==> config.mk <==
export PLATFORM = sky130hd
export DESIGN_NAME = data_io_sender
export DESIGN_NICKNAME = d
export VERILOG_FILES = /design/src/rtl/data_io_sender.sv
export SDC_FILE = /design/constraint.sdc
export NUM_CORES = 1
export LEC_CHECK = 0
export ABC_AREA = 1
export CAP_MARGIN = 20
export CORE_ASPECT_RATIO = 1.5
export CORE_UTILIZATION = 54
export CTS_CLUSTER_DIAMETER = 60
export DETAILED_ROUTE_END_ITERATION = 16
export GPL_TIMING_DRIVEN = 0
export PLACE_DENSITY = 0.78
export SETUP_SLACK_MARGIN = 0.4
export SYNTH_ARGS = -nofsm -noshare
export SYNTH_HDL_FRONTEND = slang
export SYNTH_SLANG_ARGS = --single-unit
export TNS_END_PERCENT = 5
==> constraint.sdc <==
create_clock -name i_clk -period 3 [get_ports i_clk]
set_clock_uncertainty 0.05 [all_clocks]
set_input_delay 0.6 -clock i_clk [delete_from_list [all_inputs] [get_ports i_clk]]
set_output_delay 0.6 -clock i_clk [all_outputs]
set_load 0.02 [all_outputs]
==> src/rtl/data_io_sender.sv <==
// data_io_sender: SPI initiator that emits a UIO file-download sequence (begin, data, end) from a valid/ready byte source
module data_io_sender #(
  parameter int CLK_DIV = 4,
  parameter int SS_GAP  = 4
) (
  input  logic        i_clk,
  input  logic        i_reset,
  input  logic        i_start,
  input  logic [15:0] i_len,
  input  logic [7:0]  i_src_data,
  input  logic        i_src_valid,
  output logic        o_src_ready,
  output logic        o_busy,
  output logic        o_done,
  output logic [15:0] o_sent,
  output logic        o_spi_sck,
  output logic        o_spi_ss,
  output logic        o_spi_sdo
);
  typedef enum logic [2:0] {S_IDLE, S_T1, S_G1, S_T2, S_G2, S_T3, S_G3, S_DONE} state_t;
  localparam logic [15:0] DIV_M1 = 16'(CLK_DIV - 1);
  localparam logic [15:0] GAP_M1 = 16'(SS_GAP - 1);
  state_t r_state, w_next;
  logic [15:0] r_cnt, r_len, r_sent;
  logic [7:0]  r_shift;
  logic [2:0]  r_bit;
  logic        r_sck, r_wait, r_tail, r_first;
  logic        w_tx, w_gap, w_adv, w_phase_end, w_end, w_gap_end, w_pay;
  assign w_tx        = r_state inside {S_T1, S_T2, S_T3};
  assign w_gap       = r_state inside {S_G1, S_G2, S_G3};
  assign w_adv       = !r_wait || i_src_valid;
  assign w_phase_end = r_cnt == DIV_M1;
  assign w_end       = w_tx && r_tail && w_phase_end;
  assign w_gap_end   = w_gap && r_cnt == GAP_M1;
  assign w_pay       = r_state == S_T2 && r_sent != r_len;
  assign o_src_ready = r_wait;
  assign o_busy      = r_state != S_IDLE && r_state != S_DONE;
  assign o_done      = r_state == S_DONE;
  assign o_sent      = r_sent;
  assign o_spi_sck   = r_sck;
  assign o_spi_ss    = !w_tx;
  // the fetched byte's MSB is forwarded in its fetch cycle so SDO is stable across the whole low phase
  assign o_spi_sdo   = r_wait ? i_src_data[7] : r_shift[7];
  always_ff @(posedge i_clk) r_state <= i_reset ? S_IDLE : w_next;
  always_comb begin
    w_next = r_state;
    case (r_state)
      S_IDLE:  w_next = i_start ? S_T1 : S_IDLE;
      S_T1:    w_next = w_end ? S_G1 : S_T1;
      S_G1:    w_next = w_gap_end ? (r_len == '0 ? S_T3 : S_T2) : S_G1;
      S_T2:    w_next = w_end ? S_G2 : S_T2;
      S_G2:    w_next = w_gap_end ? S_T3 : S_G2;
      S_T3:    w_next = w_end ? S_G3 : S_T3;
      S_G3:    w_next = w_gap_end ? S_DONE : S_G3;
      default: w_next = S_IDLE;
    endcase
  end
  always_ff @(posedge i_clk) begin
    if (i_reset) begin
      r_cnt   <= '0;
      r_len   <= '0;
      r_sent  <= '0;
      r_shift <= '0;
      r_bit   <= '0;
      r_sck   <= 1'b0;
      r_wait  <= 1'b0;
      r_tail  <= 1'b0;
      r_first <= 1'b0;
    end else begin
      if (w_next != r_state) begin
        r_cnt   <= '0;
        r_sck   <= 1'b0;
        r_wait  <= 1'b0;
        r_tail  <= 1'b0;
        r_first <= 1'b1;
        r_bit   <= 3'd7;
        r_shift <= w_next == S_T2 ? 8'h54 : 8'h53;
      end else if (w_gap) begin
        r_cnt <= r_cnt + 16'd1;
      end else if (w_tx && w_adv) begin
        r_cnt <= w_phase_end ? '0 : r_cnt + 16'd1;
        if (r_wait) begin
          r_wait  <= 1'b0;
          r_shift <= i_src_data;
          r_sent  <= r_sent + 16'd1;
        end
        // a byte ends on the falling edge of its last bit; decide what follows
        if (w_phase_end && !r_tail) begin
          r_sck <= !r_sck;
          if (r_sck && r_bit == 3'd0) begin
            r_first <= 1'b0;
            r_tail  <= !(r_state == S_T2 ? w_pay : r_first);
            r_wait  <= w_pay;
            r_shift <= r_state == S_T3 ? 8'h00 : 8'h01;
            r_bit   <= 3'd7;
          end else if (r_sck) begin
            r_bit   <= r_bit - 3'd1;
            r_shift <= r_shift << 1;
          end
        end
      end
      if (r_state == S_IDLE && i_start) begin
        r_len  <= i_len;
        r_sent <= '0;
      end
    end
  end
endmodule

Word level (Yosys, flattened, before mapping). Cells that the tools add are included.

Equal/unequal tests: 13. Bitwise logic cells: 2. Reductions and logical operators: 35. Multiplexer cells: 36. Add/sub/neg operators: 3.

Operators with widths (number): $mux 8 (7); $mux 16 (3); $add 16x1->16 const B (2); $mux 3 (10); $pmux 3 s7 (1); $eq 16x2->1 const B (1); $logic_not 16->1 (1); $ne 16x16->1 (1); $reduce_and 4->1 (4); $mux 1 (13); $eq 3x3->1 const B (4); $reduce_bool 3->1 (4); $eq 3x2->1 const B (3); $logic_and 1x1->1 (9); $reduce_bool 2->1 (4); $logic_not 3->1 (2); $logic_not 1->1 (5); $mux 2 (2); $reduce_and 2->1 (2); $reduce_or 2->1 (2); $eq 3x1->1 const B (1); $ne 3x3->1 (1); $ne 3x3->1 const B (1); $reduce_and 3->1 (1); other kinds (4) (5).

Input bits: 28. Logic and storage cells: 99. Bits in registers: 66. Output and inout bits: 22.

Longest topological paths before layout.
Word-level depth: 9. Gate-level depth with buffers: 13. Depth with buffers taken out: 13.

Worst setup path before layout. OpenSTA, ideal clock, no wires.

Path type: reg-to-output. Start point: register r_wait (netlist: o_src_ready). End point: output o_spi_sdo. Buffers on the path: 1. Cell stages (with the launch flop): 3. Arrival: 1.171 ns. Data required time: 2.350 ns. Path slack: 1.179 ns. Cells stage by stage: dfxtp_1 clkbuf_1 o21ai_0.

Cells in the longest elaborated chain, start to end: 1.

Ends and longest elaborated chain: start, declared (line 27) `logic r_sck, r_wait, r_tail, r_first;`; start signal, assigned (line 93) `r_wait <= w_pay;`; $mux 1 (line 43) `assign o_spi_sdo = r_wait ? i_src_data[7] : r_shift[7];`; end, declared (line 18) `output logic o_spi_sdo`.

Every way passes these cells.

Final worst setup path.
Start point: register r_state[0]. End point: output o_done.

Cells in the longest elaborated chain, start to end: 1.

Ends and longest elaborated chain: start, declared (line 23) `state_t r_state, w_next;`; start signal, assigned (line 44) `always_ff @(posedge i_clk) r_state <= i_reset ? S_IDLE : w_next;`; $eq 3x3->1 (line 38) `assign o_done = r_state == S_DONE;`; end, declared (line 14) `output logic o_done,`.

Every way passes these cells.

==> metrics.txt <==
status finished, violations left; failing checks DRC; Placed Cells roughly 720; origin of the worst min-delay path r_cnt[1]$_SDFFE_PP0P_; Syn Nets around 620; via count between 3000 and 4000; Final period util a little under nine tenths; PortBufs 49; area delta synth->final 20.3%; fmax ~390 MHz; CP Data Required Time between 2 and 2.5 ns; switching portion of total power 27.1%; clock network fraction of design power between 30% and 40%; Worst Path Max Fanout 6; Synthesis Warnings 0; ant diodes 0; Core Box Area about 6900 um^2; worst slew pin tran about 0.55 ns; CP Capture Type output pin; CTS tree yes; Comb pwr share a little over an eighth; Clk pin slew, worst setup/hold paths around 0.07 ns; M1 GR Usage between 20% and 30%; sequential-to-total area share from yosys stat 34.0%; Final Slew Violations 0; Critical path origin r_state[0]$_SDFF_PP0_; Detailed Route WL around 9800 um; EDFF count, synth 0; Avg Cell Area, Syn approximately 6.6 um^2; RSZ-0062 raised after global routing true; hold bufs inserted after CTS 0; GR Util met2 54.0%; Final ANT Viol Nets 0; clk root buf clkbuf_8; Routed wire per std cell ~13 um; post-layout util between 60% and 70%; Period minus WS final between 2 and 3 ns; Clock Sinks 66; initial antenna violation count 0; worst skew pair latency approximately 0.35 ns; hold violation total from the final report 0; Die Wd roughly 71 um; Setup Viol. Count Final 0; DRC Markers 4; largest net degree at the start of global routing 12; dpl ws ~0.35 ns; synth top area cells dfxtp_1 34%, nand2_1 13%, nor2_1 8.1%; H-tree depth 3; initial DRC count 166; max-cap check violation count 0; Post-Syn Area slightly below 4000 um^2; Post-CTS Setup Bufs 0; Synth Register Bits 66; Num CTS Buffers 9; P_leak 1.86 nW; layout cells sized above 1 8.52%; crit path kind reg -> out; die height roughly 110 um; most crowded layer after global routing met2; total track usage approximately 28%; CTS max path bufs 2; most common flop cell mapped by yosys dfxtp_1; FP Rows 37; Int Power around 0.0014 W; Initial Util roughly 56%; Setup TNS 0 ns; Die ar. between 7000 and 8000 um^2; Final WS setup roughly 0.42 ns; power share of the sequential group a little under half; I/O pin total 50; nets between 600 and 700; Crit path arrival time slightly below 2 ns; grt ovf 0; worst min-delay path class reg -> reg; drt first pass iters 10; vias in the first global route 3904; Total Power about 0.0020 W; Max VDD drop slightly above 0.3 mV; top cell type's share of synthesized area roughly a third; PwrDens about 420 nW/um^2; Worst Setup Start Kind flip-flop; placer congestion estimate 0.966; Post-Syn Instances a little under 600; DR vias/cell around 5.4; Slew headroom between 60% and 70%; HPWL Detailed roughly 7600 um; GRT met3 Usage just over 5%; FF-to-FF Start r_cnt[0]$_SDFFE_PP0P_; Cell Count, Final, Fillers Out around 740; Synth area leader dfxtp_1; switching power total about 0.00053 W; Yosys cell types 37; first-pass GRT wire length 16300 um; asr flop ratio synth 0%
## cells in the mapped netlist (2+ instances only)
master      n
xor2_1     10
a21oi_1    32
nand4_1    14
a21oi_2     2
inv_1      73
o211ai_1    4
nand3_2     2
inv_4       3
ha_1        4
nor2_4      5
nor4_1      2
nor2_2     13
clkbuf_1   10
nor3_1     11
o21ai_0    39
nand2_1   134
xnor2_1    15
nor2_1     84
a31oi_1     5
dfxtp_1    66
inv_2       2
nor3b_1     6
nand3_1    37
buf_6       3
nand2_2     4
## cells in the final DEF (no fill, tap or decap), types with 3 or more instances in the layout
master,count
a21oi_1,32
xor2_1,10
nor2_4,6
clkdlybuf4s50_1,49
nand2_2,4
nand4_1,14
o21ai_0,39
o211ai_1,4
a31oi_1,5
clkbuf_8,10
xnor2_1,15
nand2_1,134
clkbuf_1,10
nand3_1,37
clkinv_2,3
buf_6,3
inv_1,73
nor2_2,12
inv_4,3
nor2_1,84
dfxtp_1,66
nor3b_1,6
ha_1,4
nor3_1,11
## sequential cells by signal (all words and copies together), names as in the netlist
signal,cells
o_src_ready,1
r_first,1
o_sent,16
r_bit,3
r_len,16
r_shift,8
o_spi_sck,1
r_state,3
r_cnt,16
r_tail,1
## final timing paths
path              depth (start not counted)  slack [ns]                    end
setup / recovery                          3        0.42                 o_done
hold reg to reg                           2        0.43  r_cnt[1]$_SDFFE_PP0P_
setup reg to reg                          9        0.86  r_bit[1]$_SDFFE_PP0P_
hold / removal                            2        0.43  r_cnt[1]$_SDFFE_PP0P_
## cell type report
cell class | instances | area (um^2)
tap | 78 | 97.6
clock inverter | 5 | 53.8
buffer | 15 | 81.3
sequential | 66 | 1320
multi-input combinational | 433 | 2190
inverter | 78 | 300
timing repair buffer | 49 | 490
clock buffer | 11 | 141
fill | 633 | 2220
## per-layer routing
layer | vias to the layer above | wire, um
met1 | 1842 | 3710
met5 | - | 0
met4 | 0 | 291
met2 | 83 | 5490
met3 | 33 | 281
li1 | 2017 | -
## critical path: stages (launching register included)
cell	delay, ns
dfxtp_1	0.54
inv_1	0.14
nor2_1	0.25
clkdlybuf4s50_1	0.65
## logic make-up (layout without fill, tap and decap cells)
family	count (synthesis)	in the layout	synth area share (%)
AO/OA/AOI/OAI	86	86	11.9
XOR/XNOR	25	25	5.63
adder cells (fa/ha/maj)	4	4	1.29
buffers and inverters	93	158	9.77
flip-flops	66	66	34.0
AND/OR/NAND/NOR	318	318	37.4
## per-stage QoR
stage	hold WS, ns	cell area, um^2
2_1_floorplan	0.401	3890
3_3_place_gp	0.415	4480
3_5_place_dp	0.422	4480
4_1_cts	0.433	4680
5_1_grt	0.469	4680
6_report	0.431	4680
## power by group through the flow
stage	combinational [W]	sequential (W)	clock, W
floorplan	0.000181	0.000952	0
global placement	0.000262	0.000957	0
detailed placement	0.000268	0.000958	0
CTS	0.000268	0.000938	0.000765
global route	0.000301	0.000943	0.000811
finish	0.000268	0.000939	0.000750
## timing repair
item	in CTS	in global routing
hold endpoints to repair	0	0
endpoints found under the setup margin	1	3
gates resized for setup	1	1
Note: power is estimated with default switching activity, not from simulation.
